--- config.mk ---
export PLATFORM = sky130hd
export DESIGN_NAME = hazard_unit_nway
export DESIGN_NICKNAME = d
export VERILOG_FILES = /design/src/rtl/hazard_pkg.sv /design/src/rtl/reg_scoreboard.sv /design/src/rtl/hazard_unit_nway.sv
export SDC_FILE = /design/constraint.sdc
export NUM_CORES = 1
export LEC_CHECK = 0
export ABC_AREA = 0
export CORE_MARGIN = 2
export CORE_UTILIZATION = 50
export CTS_CLUSTER_SIZE = 10
export DETAILED_ROUTE_END_ITERATION = 6
export DONT_BUFFER_PORTS = 1
export GPL_ROUTABILITY_DRIVEN = 0
export HOLD_SLACK_MARGIN = 0.03
export PLACE_DENSITY = 0.74
export SETUP_SLACK_MARGIN = 0.5
export SLEW_MARGIN = 30
export SYNTH_ARGS = -nofsm -noshare
export SYNTH_HDL_FRONTEND = slang
export SYNTH_HIERARCHICAL = 1
export SYNTH_SLANG_ARGS = --single-unit
--- constraint.sdc ---
create_clock -name clk -period 3.6 [get_ports clk]
set_clock_uncertainty 0.15 [all_clocks]
set_input_delay 0.54 -clock clk [delete_from_list [all_inputs] [get_ports clk]]
set_output_delay 0.54 -clock clk [all_outputs]
set_load 0.01 [all_outputs]
--- src/rtl/hazard_pkg.sv ---
// ============================================================================
// Module   : hazard_pkg
// Purpose  : Shared constants, forwarding-stage encoding and helpers for the
//            N-lane hazard controller.
// Revision : 1.0 - initial release
// ============================================================================
`default_nettype none

package hazard_pkg;

  localparam int REG_W = 5;
  localparam int NREG  = 32;

  typedef enum logic [1:0] {
    FWD_NONE = 2'b00,
    FWD_W    = 2'b01,
    FWD_M    = 2'b10
  } fwd_stage_e;

  localparam logic [1:0] RESSRC_LOAD = 2'b01;

  function automatic logic [NREG-1:0] reg_onehot(input logic [REG_W-1:0] r);
    reg_onehot    = '0;
    reg_onehot[r] = 1'b1;
  endfunction

endpackage

`default_nettype wire

--- src/rtl/reg_scoreboard.sv ---
// ============================================================================
// Module   : reg_scoreboard
// Purpose  : Per-register busy bits and outstanding-op counter for the shared
//            multi-cycle unit; exports the effective (write-through) busy view.
// Revision : 1.0 - initial release
// ============================================================================
`default_nettype none

module reg_scoreboard
  import hazard_pkg::*;
#(
  parameter int MC_DEPTH = 2,
  localparam int CW = $clog2(MC_DEPTH + 1)
) (
  input  logic             clk,
  input  logic             rst,
  input  logic             i_set_en,
  input  logic [REG_W-1:0] i_set_reg,
  input  logic             i_clr_en,
  input  logic [REG_W-1:0] i_clr_reg,
  output logic [NREG-1:0]  o_eff_busy,
  output logic             o_mc_busy
);

  logic [NREG-1:1] r_busy;
  logic [CW-1:0]   r_cnt;
  logic [NREG-1:0] w_set_vec;
  logic [NREG-1:0] w_clr_vec;
  logic            w_dec;
  logic            w_full;

  assign w_set_vec  = i_set_en ? reg_onehot(i_set_reg) : '0;
  assign w_clr_vec  = i_clr_en ? reg_onehot(i_clr_reg) : '0;
  assign o_eff_busy = {r_busy, 1'b0} & ~w_clr_vec;

  // A done with nothing outstanding (e.g. after a mid-flight reset) is dropped.
  assign w_dec     = i_clr_en && (r_cnt != '0);
  assign w_full    = (r_cnt == CW'(MC_DEPTH));
  assign o_mc_busy = w_full;

  always_ff @(posedge clk or posedge rst) begin
    if (rst) begin
      r_busy <= '0;
      r_cnt  <= '0;
    end else begin
      r_busy <= (r_busy & ~w_clr_vec[NREG-1:1]) | w_set_vec[NREG-1:1];
      if (i_set_en && !w_dec && !w_full) begin
        r_cnt <= r_cnt + 1'b1;
      end else if (w_dec && !i_set_en) begin
        r_cnt <= r_cnt - 1'b1;
      end
    end
  end

endmodule

`default_nettype wire

--- src/rtl/hazard_unit_nway.sv ---
// ============================================================================
// Module   : hazard_unit_nway
// Purpose  : N-lane forwarding, load-use / multi-cycle / structural stall and
//            program-order redirect flush control.
// Options  : HAZARD_PERF_EN adds StallCycles / RedirectCount counters.
// Revision : 1.0 - initial release
// ============================================================================
`default_nettype none

module hazard_unit_nway
  import hazard_pkg::*;
#(
  parameter int LANES    = 2,
  parameter int MC_DEPTH = 2,
  localparam int LW = (LANES > 1) ? $clog2(LANES) : 1
) (
  input  logic                   clk,
  input  logic                   rst,
  input  logic [LANES*REG_W-1:0] Rs1D,
  input  logic [LANES*REG_W-1:0] Rs2D,
  input  logic [LANES-1:0]       McReqD,
  input  logic [LANES*REG_W-1:0] RdD,
  input  logic [LANES*REG_W-1:0] Rs1E,
  input  logic [LANES*REG_W-1:0] Rs2E,
  input  logic [LANES*REG_W-1:0] RdE,
  input  logic [LANES*2-1:0]     ResultSrcE,
  input  logic [LANES*2-1:0]     PCSrcE,
  input  logic [LANES-1:0]       McStartE,
  input  logic [LANES*REG_W-1:0] RdM,
  input  logic [LANES*REG_W-1:0] RdW,
  input  logic [LANES-1:0]       RegWriteM,
  input  logic [LANES-1:0]       RegWriteW,
  input  logic                   McDone,
  input  logic [REG_W-1:0]       McRd,
  output logic [LANES*2-1:0]     FwdStageA,
  output logic [LANES*2-1:0]     FwdStageB,
  output logic [LANES*LW-1:0]    FwdLaneA,
  output logic [LANES*LW-1:0]    FwdLaneB,
  output logic                   StallF,
  output logic                   StallD,
  output logic                   FlushD,
  output logic [LANES-1:0]       FlushE,
  output logic                   McBusy
`ifdef HAZARD_PERF_EN
  ,
  output logic [31:0]            StallCycles,
  output logic [31:0]            RedirectCount
`endif
);

  logic [NREG-1:0]  w_eff_busy;
  logic             w_redirect;
  logic [LANES-1:0] w_redir_mask;
  logic             w_start_en;
  logic [REG_W-1:0] w_start_rd;
  logic             w_load_use;
  logic             w_mc_raw;
  logic             w_struct;
  logic             w_stall;

  // W hits are scanned first so any M hit overwrites them; later lanes win.
  function automatic logic [LW+1:0] fwd_pick(
    input logic [REG_W-1:0]       rs,
    input logic [LANES*REG_W-1:0] rdm,
    input logic [LANES*REG_W-1:0] rdw,
    input logic [LANES-1:0]       wem,
    input logic [LANES-1:0]       wew
  );
    fwd_stage_e stg;
    logic [LW-1:0] ln;
    stg = FWD_NONE;
    ln  = '0;
    if (rs != '0) begin
      for (int k = 0; k < LANES; k++) begin
        if (wew[k] && (rdw[k*REG_W +: REG_W] == rs)) begin
          stg = FWD_W;
          ln  = LW'(k);
        end
      end
      for (int k = 0; k < LANES; k++) begin
        if (wem[k] && (rdm[k*REG_W +: REG_W] == rs)) begin
          stg = FWD_M;
          ln  = LW'(k);
        end
      end
    end
    return {stg, ln};
  endfunction

  function automatic logic mc_hit(
    input logic [REG_W-1:0] r,
    input logic [NREG-1:0]  eff,
    input logic             sen,
    input logic [REG_W-1:0] srd
  );
    return (r != '0) && (eff[r] || (sen && (r == srd)));
  endfunction

  always_comb begin
    FwdStageA = '0;
    FwdStageB = '0;
    FwdLaneA  = '0;
    FwdLaneB  = '0;
    for (int l = 0; l < LANES; l++) begin
      {FwdStageA[l*2 +: 2], FwdLaneA[l*LW +: LW]} =
        fwd_pick(Rs1E[l*REG_W +: REG_W], RdM, RdW, RegWriteM, RegWriteW);
      {FwdStageB[l*2 +: 2], FwdLaneB[l*LW +: LW]} =
        fwd_pick(Rs2E[l*REG_W +: REG_W], RdM, RdW, RegWriteM, RegWriteW);
    end
  end

  // Lanes younger than the oldest taken redirect are squashed.
  always_comb begin
    w_redirect   = 1'b0;
    w_redir_mask = '0;
    w_start_en   = 1'b0;
    w_start_rd   = '0;
    for (int j = 0; j < LANES; j++) begin
      if (w_redirect) w_redir_mask[j] = 1'b1;
      if (PCSrcE[j*2 +: 2] != 2'b00) w_redirect = 1'b1;
    end
    for (int j = 0; j < LANES; j++) begin
      if (McStartE[j] && !w_redir_mask[j] && !w_start_en) begin
        w_start_en = 1'b1;
        w_start_rd = RdE[j*REG_W +: REG_W];
      end
    end
  end

  always_comb begin
    w_load_use = 1'b0;
    w_mc_raw   = 1'b0;
    for (int e = 0; e < LANES; e++) begin
      if ((ResultSrcE[e*2 +: 2] == RESSRC_LOAD) && (RdE[e*REG_W +: REG_W] != '0)) begin
        for (int d = 0; d < LANES; d++) begin
          if ((RdE[e*REG_W +: REG_W] == Rs1D[d*REG_W +: REG_W]) ||
              (RdE[e*REG_W +: REG_W] == Rs2D[d*REG_W +: REG_W])) begin
            w_load_use = 1'b1;
          end
        end
      end
    end
    for (int d = 0; d < LANES; d++) begin
      if (mc_hit(Rs1D[d*REG_W +: REG_W], w_eff_busy, w_start_en, w_start_rd) ||
          mc_hit(Rs2D[d*REG_W +: REG_W], w_eff_busy, w_start_en, w_start_rd) ||
          mc_hit(RdD[d*REG_W +: REG_W],  w_eff_busy, w_start_en, w_start_rd)) begin
        w_mc_raw = 1'b1;
      end
    end
  end

  assign w_struct = (|McReqD) && McBusy;
  assign w_stall  = !w_redirect && (w_load_use || w_mc_raw || w_struct);
  assign StallF   = w_stall;
  assign StallD   = w_stall;
  assign FlushD   = w_redirect;
  assign FlushE   = w_redirect ? w_redir_mask : {LANES{w_stall}};

  reg_scoreboard #(
    .MC_DEPTH (MC_DEPTH)
  ) u_sb (
    .clk        (clk),
    .rst        (rst),
    .i_set_en   (w_start_en),
    .i_set_reg  (w_start_rd),
    .i_clr_en   (McDone),
    .i_clr_reg  (McRd),
    .o_eff_busy (w_eff_busy),
    .o_mc_busy  (McBusy)
  );

`ifdef HAZARD_PERF_EN
  logic [31:0] r_stall_cycles;
  logic [31:0] r_redirects;

  always_ff @(posedge clk or posedge rst) begin
    if (rst) begin
      r_stall_cycles <= '0;
      r_redirects    <= '0;
    end else begin
      if (w_stall)    r_stall_cycles <= r_stall_cycles + 32'd1;
      if (w_redirect) r_redirects    <= r_redirects + 32'd1;
    end
  end

  assign StallCycles   = r_stall_cycles;
  assign RedirectCount = r_redirects;
`endif

endmodule

`default_nettype wire

# After elaboration in Yosys (flattened, before gate mapping)
# Cells that the tools add are included.
word_totals:
  register_bits: 33
  output_inout_bits: 18
  word_cells: 203
classes:
  n_addsub: 2
  n_lt_le_gt_ge: 10
  n_eq_ne: 33
  muxes: 72
  bitwise: 5
  n_reduce_logical: 79
op_table:
  columns: ["operator", "n"]
  rows:
  - ["$eq 5x5->1", 30]
  - ["$mux 32", 2]
  - ["$reduce_bool 5->1", 12]
  - ["$lt 5x6->1 const B", 8]
  - ["$mux 1", 41]
  - ["$logic_and 1x1->1", 40]
  - ["$mux 2", 19]
  - ["$and 32x32->32", 1]
  - ["$not 32->32", 1]
  - ["$and 31x31->31", 1]
  - ["$not 31->31", 1]
  - ["$or 31x31->31", 1]
  - ["$bmux 1 s5", 6]
  - ["$logic_or 1x1->1", 16]
  - ["$demux 1 s5", 2]
  - ["$ge 5x1->1 const B", 2]
  - ["$mux 5", 2]
  - ["$reduce_bool 2->1", 4]
  - ["$logic_not 1->1", 6]
  - ["$eq 2x1->1 const B", 2]
  - ["$add 2x1->2 const B", 1]
  - ["$eq 2x2->1 const B", 1]
  - ["$reduce_or 2->1", 1]
  - ["$sub 2x1->2 const B", 1]

# Logic depth before layout (Yosys ltp)
# Gate-level depths: netlist of the first run.
logic_depth:
  word_depth: 19
  depth_mapped: 12
  depth_no_buf: 9

# By module
# The synthesis of the first run kept the hierarchy.
modules_own_cells:
  columns: ["module", "n_inst", "cells_per_inst", "area_per_inst_um2"]
  rows:
  - ["hazard_unit_nway", 1, 556, 4279.1]
  - ["reg_scoreboard", 1, 139, 1571.5]

# Worst setup path before layout of the first run
# No wires, ideal clock.
synth_timing:
  kind: "input to output"
  from: "in McDone"
  to: "out FlushE[0]"
  t_arrival_ns: 3.138
  required_time_ns: 2.910
  setup_slack_ns: -0.228
  stages: 11
  path_buffers: 3
  cell_sequence: "buf_4 or3b_1 buf_2 o21a_1 mux4_2 nand2b_1 o311a_1 or4_1 nor4_2 a31oi_1 buf_4"
synth_between:
  elab_chain_len: 15
  elab_cells_between_ends: 37
  classes_between: "mux: 16; bitwise: 2; reduce/logical: 19"
synth_lines:
  columns: ["element", "line_no", "source"]
  rows:
  - ["from (decl)", "hazard_unit_nway.sv:33", "input logic McDone,"]
  - ["$mux 32 *", "reg_scoreboard.sv:33", "assign w_clr_vec = i_clr_en ? reg_onehot(i_clr_reg) : '0;"]
  - ["$not 32->32 *", "reg_scoreboard.sv:34", "assign o_eff_busy = {r_busy, 1'b0} & ~w_clr_vec;"]
  - ["$and 32x32->32 *", "reg_scoreboard.sv:34", null]
  - ["named net w_eff_busy[24]", "hazard_unit_nway.sv:51", "logic [NREG-1:0] w_eff_busy;"]
  - ["$bmux 1 s5", "hazard_unit_nway.sv:96", "return (r != '0) && (eff[r] || (sen && (r == srd)));"]
  - ["$mux 1 (implied by the code)", "hazard_unit_nway.sv:96", null]
  - ["$logic_or 1x1->1", "hazard_unit_nway.sv:96", null]
  - ["$logic_and 1x1->1", "hazard_unit_nway.sv:96", null]
  - ["$logic_or 1x1->1", "hazard_unit_nway.sv:144", "if (mc_hit(Rs1D[d*REG_W +: REG_W], w_eff_busy, w_start_en, w_start_rd) ||"]
  - ["$logic_or 1x1->1", "hazard_unit_nway.sv:145", "mc_hit(Rs2D[d*REG_W +: REG_W], w_eff_busy, w_start_en, w_start_rd) ||"]
  - ["$mux 1", "hazard_unit_nway.sv:144", null]
  - ["$mux 1 *", "hazard_unit_nway.sv:144", null]
  - ["$logic_or 1x1->1 * (2 in a row)", "hazard_unit_nway.sv:153", "assign w_stall = !w_redirect && (w_load_use || w_mc_raw || w_struct);"]
  - ["$logic_and 1x1->1 *", "hazard_unit_nway.sv:153", null]
  - ["named net StallD", "hazard_unit_nway.sv:40", "output logic StallD,"]
  - ["$mux 2 *", "hazard_unit_nway.sv:157", "assign FlushE = w_redirect ? w_redir_mask : {LANES{w_stall}};"]
  - ["to (decl)", "hazard_unit_nway.sv:42", "output logic [LANES-1:0] FlushE,"]
# The timed path passes the listed nets; every way through them passes the cells marked *. The select of a mux whose other input is x is not followed.

# Worst setup path after layout of the first run
layout_timing:
  from: "in McRd[3]"
  to: "out FlushE[0]"
layout_between:
  elab_chain_len: 19
  elab_cells_between_ends: 42
  classes_between: "order compare: 2; mux: 18; bitwise: 2; reduce/logical: 20"
layout_lines:
  columns: ["element", "line_no", "source"]
  rows:
  - ["from (decl)", "hazard_unit_nway.sv:34", "input logic [REG_W-1:0] McRd,"]
  - ["$lt 5x6->1 (implied by the code) / $ge 5x1->1 (equally long branches)", "hazard_pkg.sv:24", "reg_onehot[r] = 1'b1;"]
  - ["$logic_and 1x1->1 (implied by the code)", "hazard_pkg.sv:24", null]
  - ["$mux 1 (implied by the code)", "hazard_pkg.sv:24", null]
  - ["$demux 1 s5 *", null, null]
  - ["$mux 32 *", "reg_scoreboard.sv:33", null]
  - ["$not 32->32 *", "reg_scoreboard.sv:34", null]
  - ["$and 32x32->32 *", "reg_scoreboard.sv:34", null]
  - ["named net w_eff_busy[17]", "hazard_unit_nway.sv:51", null]
  - ["[4 not listed]", null, null]
  - ["$logic_or 1x1->1", "hazard_unit_nway.sv:144", null]
  - ["$logic_or 1x1->1", "hazard_unit_nway.sv:145", null]
  - ["$mux 1", "hazard_unit_nway.sv:144", null]
  - ["$mux 1 *", "hazard_unit_nway.sv:144", null]
  - ["$logic_or 1x1->1 * (2 in a row)", "hazard_unit_nway.sv:153", null]
  - ["$logic_and 1x1->1 *", "hazard_unit_nway.sv:153", null]
  - ["named net StallD", "hazard_unit_nway.sv:40", null]
  - ["$mux 2 *", "hazard_unit_nway.sv:157", null]
# Marks and branches as above.

==> out/qor.yml, run 1 <==
status:
  status: "finished, violations left"
  violations: "setup timing"
cts:
  cts_sinks: 33
  htree_levels: 2
  cts_tree: "done"
  path_clk_slew_ns: 0.05
  numCtsBuffers: 5
  worstSkewPairLatency_ns: 0.28
  cts.path.max_buffers: 2
  cts-root-buf: "clkbuf_16"
synthesis:
  synth-main-ff-cell: "dfrtp_1"
  synth-edff-count: 0
  synth.distinct_cells: 57
  synth.top_cells.by_area: "dfrtp_1 (14%), xor2_1 (12%), mux4_2 (11%), xnor2_1 (9.3%), o21a_1 (4.2%)"
  synth_common_cells: "xor2_1 (80), xnor2_1 (62), clkbuf_1 (42), nor2_1 (42)"
  synth_nets: 799
  syn-cell-area_sq_mm: 0.00585
  yosys_warnings: 6
  synthCells: 695
  avgSynthCellArea_sq_um: 8.42
  yosysMostFrequentCell: "xor2_1"
  async_reset_ff_share_pct: 100
  yosysSeqAreaShare_pct: 14.1
  synth_top_area_share_pct: 14.1
  synth_seq_cells: 33
  yosys.area.top_type: "dfrtp_1"
drt:
  first_iter_violations: 985
  dr_total_vias: 6114
  remaining_drc_errors: 0
  routed_wl_mm: 21.3
  drt-wirelength-per-cell_microns: 25.5
  ant_nets: 0
  drt_first_pass_iters: 5
  avgViaCountPerCell: 7.32
power:
  power.share.switching_pct: 34.2
  p_per_area_mw_per_mm2: 334
  power_switching_mw: 0.748
  seq_power_share_pct: 22.5
  peakVddDrop_v: 0.000262
  p_clk_share_pct: 22.9
  p_leak_nw: 2.50
  intPower_mw: 1.44
  comb_power_share_pct: 54.6
setup_path:
  critPathRequiredTime_ns: 2.91
  path_cells: "or3b_4, o21a_4, buf_6, mux4_2, mux2_2, nand3b_1, o21ai_1, nor4bb_1, and3_2, a31oi_4"
  end_kind: "primary output"
  cp_slowest_stage_delay_ns: 0.45
  critPathLaunchType: "input pin"
  cp.arrival_ns: 3.17
  cp_slowest_cell: "mux4_2"
  criticalPathCategory: "in2out"
  path_max_fanout: 8
sta:
  slew_violations: 0
  setup_ws_ns: -0.259
  hold_violations: 0
  max_slew_margin_pct: 41.7
  min_period_ns: 3.86
  rsz0062_at_grt: "true"
  max_slew.worst_pin.slew_ns: 0.852
  setup_viol: 4
  max_freq_mhz: 259
  tns_ns: -1.00
  hold_slack_ns: 0.153
  post-route-period-util_pct: 107
global_route:
  antenna_found_initial: 0
  grt_max_degree: 24
  grt_pass1_vias: 6102
  grt_pass1_wl_mm: 33.2
  grt-ovfl-total: 0
  track_usage_pct: 33.0
finish:
  drive_above_1_share_pct: 20.8
  design_area_sq_mm: 0.00655
  nets: 795
  diodes: 0
  area.growth.synth_to_final_pct: 11.9
die:
  initial_core_util_pct: 51.2
  die_width_microns: 112
  fp.dieH_microns: 112
  core-area_sq_mm: 0.0114
  row_count: 39
  io-pin-count: 122
  dieArea_sq_mm: 0.0126
job:
  cap_violations: 0
placed_design:
  place_area_sq_mm: 0.00613
  numPortBuffers: 0
  hpwl_mm: 16.3
hold_path:
  min-delay-path-class: "in2async"
==> repair_timing <==
| item | in CTS | in global routing |
|---|---|---|
| pin swaps | 15 | 6 |
| setup endpoints to repair | 4 | 4 |
| gates resized for setup | 27 | 14 |
| setup buffers | 7 | 1 |
| gates cloned | 0 | 0 |
| hold buffers | 0 | 0 |
==> power groups by stage <==
stage / clock network [mW] / logic, mW / registers [mW]
finish: 0.502 / 1.19 / 0.492
detailed placement: 0 / 1.07 / 0.494
global route: 0.528 / 1.26 / 0.500
floorplan: 0 / 0.823 / 0.482
global placement: 0 / 1.04 / 0.490
CTS: 0.509 / 1.12 / 0.489
==> worst max-delay path, delay by kind of cell <==
family	cells	cell delay, ns
simple gates	4	1.28
compound gates	3	0.50
mux	2	0.72
buf+inv	1	0.12
==> sequential cells by signal (all words and copies together), names as in the netlist <==
register and cells:
u_sb/r_busy 31, u_sb/r_cnt 2
==> through the flow <==
step / power (mW) / util, % / setup WS, ns / cells
after detailed placement: 1.56 / 53.7 / -0.286 / 819
after global routing: 2.28 / 57.3 / -0.264 / 835
after CTS: 2.12 / 56.7 / -0.136 / 834
after global placement: 1.53 / 53.7 / -0.283 / 819
after floorplan: 1.31 / - / -0.132 / 695
final: 2.19 / 57.3 / -0.259 / 835
==> routing by layer <==
layer | wire length (microns) | vias to the layer above | GRT usage [%]
li1 | - | 2534 | -
met1 | 7720 | 2903 | 42.3
met2 | 9630 | 540 | 53.3
met3 | 2730 | 137 | 8.10
met4 | 1220 | 0 | 14.2
met5 | 0 | - | 0
==> final timing paths <==
check / end / start / slack (ns) / cells after the start
worst max-delay path: FlushE[0] / McRd[3] / -0.26 / 10
min in group clk: u_sb/r_cnt[1]$_DFFE_PP0P_ / McDone / 0.20 / 1
worst max register to register: u_sb/r_busy[11]$_DFF_PP0_ / u_sb/r_busy[11]$_DFF_PP0_ / 2.39 / 4
max in group asynchronous: u_sb/r_cnt[0]$_DFFE_PP0P_ / rst / 2.46 / 2
worst min register to register: u_sb/r_cnt[1]$_DFFE_PP0P_ / u_sb/r_cnt[1]$_DFFE_PP0P_ / 0.47 / 2
worst min-delay path: u_sb/r_busy[12]$_DFF_PP0_ / rst / 0.15 / 1
==> cells by family after synthesis <==
kind of cell           count (synthesis)  share of synthesized area, %
buffers and inverters                 91                          6.63
AO/OA/AOI/OAI                        131                          16.4
XOR/XNOR                             142                          21.3
multiplexers                          61                          17.7
AND/OR/NAND/NOR                      236                          23.8
flip-flops                            33                          14.1
other                                  1                        0.0641
==> cell type report <==
type / count / area [sq um]
sequential: 33 / 826
multi-input combinational: 571 / 4830
tap: 143 / 179
timing repair buffer: 61 / 469
inverter: 19 / 71.3
fill: 999 / 4870
clock inverter: 2 / 37.5
clock buffer: 6 / 139
==> layout by cell type, fill, tap and decap left out, types with 5 or more instances in the layout <==
cell / Yosys / routed
nor3b_1: 11 / 10
nand2b_1: 10 / 10
o21a_2: 0 / 5
nor2b_1: 9 / 8
a21oi_1: 15 / 15
xnor2_1: 62 / 62
nand3_1: 13 / 13
nor4_1: 31 / 27
o21a_1: 33 / 22
nand3b_1: 13 / 13
o21bai_1: 31 / 31
buf_4: 4 / 58
nor3_1: 16 / 16
o21a_4: 0 / 6
a31oi_1: 7 / 5
mux2i_1: 22 / 21
clkbuf_16: 0 / 5
o21ai_0: 8 / 7
mux2_2: 7 / 7
xor2_1: 80 / 80
dfrtp_1: 33 / 33
nand2_1: 22 / 22
nor2_1: 42 / 42
mux4_2: 28 / 28
or4_1: 7 / 6
inv_1: 19 / 19
and3_1: 16 / 15
nand4b_1: 9 / 9
nand4_1: 13 / 13
No activity file was read; power rests on OpenSTA's default activity.
==> inputs of run 2 (changes only) <==
- PLACE_DENSITY: 0.74 -> 0.71
- clock period: 3.6 -> 4.9 ns (I/O delays scaled with it)
==> out/qor.yml, run 2 (synthesized netlist as in run 1, its figures left out) <==
status:
  status: "complete, no violations"
cts:
  cts_sinks: 33  # unchanged
  cts-root-buf: "clkbuf_16"
  path_clk_slew_ns: 0.05  # about the same
  worstSkewPairLatency_ns: 0.28  # about the same
  cts_resized: 0  # -100%
  cts_setup_buffers: 0  # -7
  htree_levels: 2  # unchanged
  cts_tree: "done"
  cts.path.max_buffers: 2  # unchanged
  ctsHoldBuffers: 0  # unchanged
  numCtsBuffers: 5  # unchanged
setup_path:
  end_kind: "primary output"
  worst-r2r-cell-count: 3  # -1
  path_max_fanout: 7  # -1
  criticalPathCategory: "in2out"
  rrSetupSlack_ns: 3.76  # +1.37 ns
  r2r-end: "u_sb/r_cnt[1]$_DFFE_PP0P_"
  reg2reg_from: "u_sb/r_cnt[0]$_DFFE_PP0P_"
  cp.arrival_ns: 3.40  # +0.23 ns
  critPathRequiredTime_ns: 4.01  # +1.10 ns
  critPathLaunchType: "input pin"
finish:
  largest_reg_flops: 31  # unchanged
  nets: 735  # -7.5%
  fin_util_pct: 51.8  # -5.5 points
  regMostFlops: "u_sb/r_busy"
  final_common_cell: "xor2_1"
  mostFrequentLayoutCells: "xor2_1 (80), xnor2_1 (62), nor2_1 (42)"
  drive_above_1_share_pct: 8.54  # -12 points
  diodes: 0  # unchanged
  area.growth.synth_to_final_pct: 1.18
  top_regs: "u_sb/r_busy: 31 flops, u_sb/r_cnt: 2 flops"
sta:
  min_period_ns: 4.29
  max_freq_mhz: 233
  post-route-period-util_pct: 87.5
  tns_ns: 0  # +1.00 ns
  slew_violations: 0  # unchanged
  setup_viol: 0  # -4
  max_slew_margin_pct: 52.1  # +10 points
  hold_violations: 0  # unchanged
  rsz0062_at_grt: "false"
  hold_slack_ns: 0.283  # +0.131 ns
  max_slew.worst_pin.slew_ns: 0.711  # -0.141 ns
die:
  die_width_microns: 112  # unchanged
  io-pin-count: 122  # unchanged
  core-area_sq_mm: 0.0114  # unchanged
  row_count: 39  # unchanged
  dieArea_sq_mm: 0.0126  # unchanged
  initial_core_util_pct: 51.2  # unchanged
  fp.dieH_microns: 112  # unchanged
drt:
  drt_first_pass_iters: 7  # +2
  avgViaCountPerCell: 7.29  # -0.40%
  drt-wirelength-per-cell_microns: 25.5  # +0.11%
  ant_nets: 0  # unchanged
  remaining_drc_errors: 0  # unchanged
  first_iter_violations: 789  # -20%
  dr_total_vias: 5652  # -7.6%
  routed_wl_mm: 19.8  # -7.1%
global_route:
  grt_max_degree: 34  # +42%
  grt-ovfl-total: 0  # unchanged
  grt.met2_usage_pct: 48.7  # -4.6 points
  antenna_found_initial: 0  # unchanged
  busiest_layer: "met2"
  use_met3_pct: 8.10  # unchanged
  track_usage_pct: 30.2  # -2.8 points
  grt_pass1_wl_mm: 30.3  # -8.7%
  grt_pass1_vias: 5519  # -9.6%
  use_met1_pct: 39.1  # -3.2 points
power:
  p_per_area_mw_per_mm2: 238  # -29%
  peakVddDrop_v: 0.000215  # -18%
  p_leak_nw: 2.17  # -13%
placed_design:
  numPortBuffers: 0  # unchanged
  hpwl_mm: 15.0  # -7.7%
job:
  cap_violations: 0  # unchanged
hold_path:
  min-delay-path-class: "in2async"
run 2: cell count changes in the layout (fill, tap and decap cells not counted), sizes merged:
cell and delta:
clkbuf +1, clkinvlp -1, buf -60
run 2: critical path, stage by stage:
cell and delay, ns:
or3b_1 0.51, o21a_1 0.33, mux4_2 0.48, nor2b_1 0.12, nor4_1 0.07, or4_1 0.61, nor4_4 0.33, a31oi_4 0.21
run 2: area by class of cell:
| type | instances | area [sq um] |
|---|---|---|
| inverter | 19 | 71.3 |
| timing repair buffer | 1 | 7.51 |
| sequential | 33 | 826 |
| multi-input combinational | 571 | 4660 |
| tap | 143 | 179 |
| clock buffer | 7 | 143 |
| clock inverter | 1 | 30.0 |
| fill | 1073 | 5500 |
run 2: how the worst max path moves through the flow:
| stage | start | end | slack, ns |
|---|---|---|---|
| 3_3_place_gp | McRd[0] | StallD | 0.56 |
| 5_1_grt | McRd[0] | StallD | 0.55 |
| 6_report | McRd[0] | StallD | 0.61 |
| 3_5_place_dp | McRd[0] | StallD | 0.54 |
| 2_1_floorplan | McDone | FlushE[0] | 0.68 |
| 4_1_cts | McRd[0] | StallD | 0.51 |
run 2: report_power, final:
| group | switching (mW) | internal (mW) |
|---|---|---|
| registers | 0.0245 | 0.334 |
| logic | 0.340 | 0.348 |
| clock network | 0.110 | 0.254 |
run 2: metal layers:
metal | wire (microns) | vias up
li1 | - | 2422
met1 | 7500 | 2661
met2 | 9000 | 480
met3 | 2540 | 89
met4 | 758 | 0
met5 | 0 | -
run 2: through the flow:
step	area, sq um	instances	total power [mW]	setup slack, ns
6_report	5920	775	1.41	0.614
5_1_grt	5920	775	1.48	0.549
4_1_cts	5890	775	1.39	0.510
3_5_place_dp	5720	767	1.02	0.543
3_3_place_gp	5720	767	1.00	0.561
2_1_floorplan	5850	695	0.950	0.682
==> inputs of run 3 (changes only) <==
- PLACE_DENSITY: 0.71 -> 0.74
- SYNTH_HIERARCHICAL: 1 -> unset
- clock period: 4.9 -> 3.9 ns (I/O delays scaled with it)
==> out/qor.yml, run 3 <==
status:
  status: "finished, violations left"
  violations: "DRC"
die:
  die_width_microns: 113  # +0.94%
  fp.dieH_microns: 113  # +0.94%
  initial_core_util_pct: 51.8  # +0.55 points
  row_count: 39  # unchanged
  core-area_sq_mm: 0.0115  # +0.85%
  dieArea_sq_mm: 0.0128  # +1.9%
  io-pin-count: 122  # unchanged
setup_path:
  critPathRequiredTime_ns: 3.16  # -0.85 ns
  critPathLaunchType: "input pin"
  path_max_fanout: 9  # +2
  end_kind: "primary output"
  criticalPathCategory: "in2out"
  cp.arrival_ns: 2.82  # -0.58 ns
sta:
  tns_ns: 0  # unchanged
  setup_viol: 0  # unchanged
  slew_violations: 0  # unchanged
  max_slew.worst_pin.slew_ns: 0.549  # -0.162 ns
  post-route-period-util_pct: 91.1
  max_slew_margin_pct: 63.4  # +11 points
  rsz0062_at_grt: "true"
  hold_violations: 0  # unchanged
  min_period_ns: 3.55
  max_freq_mhz: 282
cts:
  worstSkewPairLatency_ns: 0.28  # about the same
  cts_sinks: 33  # unchanged
  htree_levels: 2  # unchanged
  cts.path.max_buffers: 2  # unchanged
  cts-root-buf: "clkbuf_16"
  cts_tree: "done"
  path_clk_slew_ns: 0.06  # about the same
  numCtsBuffers: 5  # unchanged
global_route:
  grt_pass1_wl_mm: 37.8  # +25%
  antenna_found_initial: 0  # unchanged
  grt_pass1_vias: 6619  # +20%
  track_usage_pct: 37.8  # +7.6 points
  grt_max_degree: 27  # -21%
  grt-ovfl-total: 0  # unchanged
drt:
  ant_nets: 0  # unchanged
  first_iter_violations: 1152  # +46%
  dr_total_vias: 6996  # +24%
  drt_first_pass_iters: 7  # unchanged
  remaining_drc_errors: 11  # +11
  avgViaCountPerCell: 7.54  # +3.4%
  routed_wl_mm: 25.1  # +27%
  drt-wirelength-per-cell_microns: 27.0  # +5.8%
finish:
  final_cells: 928  # +20%
  nets: 888  # +21%
  area.growth.synth_to_final_pct: 10.8
  diodes: 0  # unchanged
  largest_reg_flops: 31  # unchanged
  final_common_cell: "xor2_1"
  mostFrequentLayoutCells: "xor2_1 (98), xnor2_1 (54), o21ai_0 (48)"
  regMostFlops: "u_sb.r_busy"
  top_regs: "u_sb.r_busy: 31 flops, u_sb.r_cnt: 2 flops"
  drive_above_1_share_pct: 14.8  # +6.2 points
synthesis:
  async_reset_ff_share_pct: 100  # unchanged
  synth_top_area_share_pct: 14.4  # +0.28 points
  yosysSeqAreaShare_pct: 13.8  # -0.27 points
  synth_common_cells: "xor2_1 (98), xnor2_1 (54), clkbuf_1 (53)"
  syn-cell-area_sq_mm: 0.00596  # +1.9%
  yosys.area.top_type: "xor2_1"
  synthCells: 815  # +17%
  synth_nets: 919  # +15%
  avgSynthCellArea_sq_um: 7.32  # -13%
  yosysMostFrequentCell: "xor2_1"
  synth-edff-count: 0  # unchanged
  yosys_warnings: 0  # -6
  synth.distinct_cells: 72  # +26%
  synth-main-ff-cell: "dfrtp_1"
  synth_seq_cells: 33  # unchanged
  synth.top_cells.by_area: "xor2_1 (14%), dfrtp_1 (14%), xnor2_1 (7.9%), o21ai_0 (4.3%), mux2i_1 (4.0%)"
power:
  p_per_area_mw_per_mm2: 308  # +29%
  p_leak_nw: 2.41  # +11%
  peakVddDrop_v: 0.000178  # -17%
hold_path:
  min-delay-path-class: "in2async"
placed_design:
  numPortBuffers: 0  # unchanged
  hpwl_mm: 18.3  # +22%
  dp_cells: 901  # +17%
job:
  cap_violations: 0  # unchanged
run 3: changes by cell type after synthesis, sizes merged, moves of 11 or more:
cell / before / now
a21oi: 15 / 31
clkbuf: 42 / 53
mux4: 32 / 4
nand2: 22 / 44
nand2b: 10 / 21
nand3: 13 / 24
nand3b: 13 / 1
nor3: 16 / 38
o21a: 33 / 13
o21ai: 9 / 77
o21bai: 31 / 2
xor2: 80 / 98
run 3: logic make-up after synthesis:
kind of cell | Yosys count | synth area share, %
AOI/OAI and AO/OA | 224 | 25.3
xor gates and xnor gates | 152 | 22.3
buffers and inverters | 100 | 6.82
DFF | 33 | 13.8
muxes | 33 | 6.48
and+or+nand+nor | 273 | 25.2
run 3: final timing paths:
path | depth (start not counted) | start | slack (ns) | to
max in group asynchronous | 2 | rst | 2.98 | u_sb.r_busy[21]$_DFF_PP0_
min in group clk | 3 | McDone | 0.37 | u_sb.r_cnt[0]$_DFFE_PP0P_
worst max register to register | 3 | u_sb.r_busy[29]$_DFF_PP0_ | 2.66 | u_sb.r_busy[29]$_DFF_PP0_
worst min-delay path | 1 | rst | 0.08 | u_sb.r_busy[12]$_DFF_PP0_
worst max-delay path | 9 | McRd[3] | 0.35 | FlushE[1]
worst min register to register | 1 | u_sb.r_cnt[0]$_DFFE_PP0P_ | 0.38 | u_sb.r_cnt[0]$_DFFE_PP0P_
run 3: metrics by stage:
| stage | hold WS (ns) | utilization [%] | setup WS, ns | power (mW) | instance area [sq um] |
|---|---|---|---|---|---|
| after floorplan | 0.334 | - | 0.487 | 1.15 | 6070 |
| after global placement | 0.350 | 52.9 | 0.145 | 1.36 | 6090 |
| after detailed placement | 0.383 | 52.9 | 0.188 | 1.38 | 6090 |
| after CTS | 0.300 | 56.4 | 0.472 | 1.94 | 6490 |
| after global routing | 0.127 | 57.4 | 0.343 | 2.10 | 6610 |
| final | 0.0821 | 57.4 | 0.348 | 2.04 | 6610 |
run 3: cell type report:
| class | instances | area, sq um |
|---|---|---|
| well taps | 143 | 179 |
| flip-flops and latches | 33 | 826 |
| repair buffers | 48 | 380 |
| clock inverters | 3 | 65.1 |
| multi-input cells | 682 | 4980 |
| clock buffers | 5 | 125 |
| fillers | 1018 | 4910 |
| inverters | 14 | 52.6 |
run 3: layer usage:
layer / vias to the layer above / share of wire (%) / track usage, %
met2: 655 / 42 / 57.6
met3: 169 / 16 / 13.8
li1: 2914 / - / -
met5: - / 0 / 0
met1: 3258 / 35 / 47.8
met4: 0 / 7.3 / 17.0
run 3: what timing repair did:
action,4_1_cts,5_1_grt
endpoints found under the setup margin,4,4
buffers inserted,10,9
pin swaps,8,7
hold buffers,0,0
resized for setup,27,12
hold endpoints to repair,0,0
run 3: where the power goes:
| part | switching (mW) | internal, mW |
|---|---|---|
| sequential | 0.0884 | 0.425 |
| combinational | 0.556 | 0.450 |
| clock | 0.152 | 0.365 |
| total | 0.797 | 1.24 |
run 3: worst max-delay path: stages:
cell and delay (ns):
nand4bb_2 0.37, o21ai_2 0.27, buf_4 0.18, nor2b_1 0.18, nor4_1 0.09, a31o_1 0.26, a2111oi_1 0.28, nand4_1 0.24
a211o_1 0.35
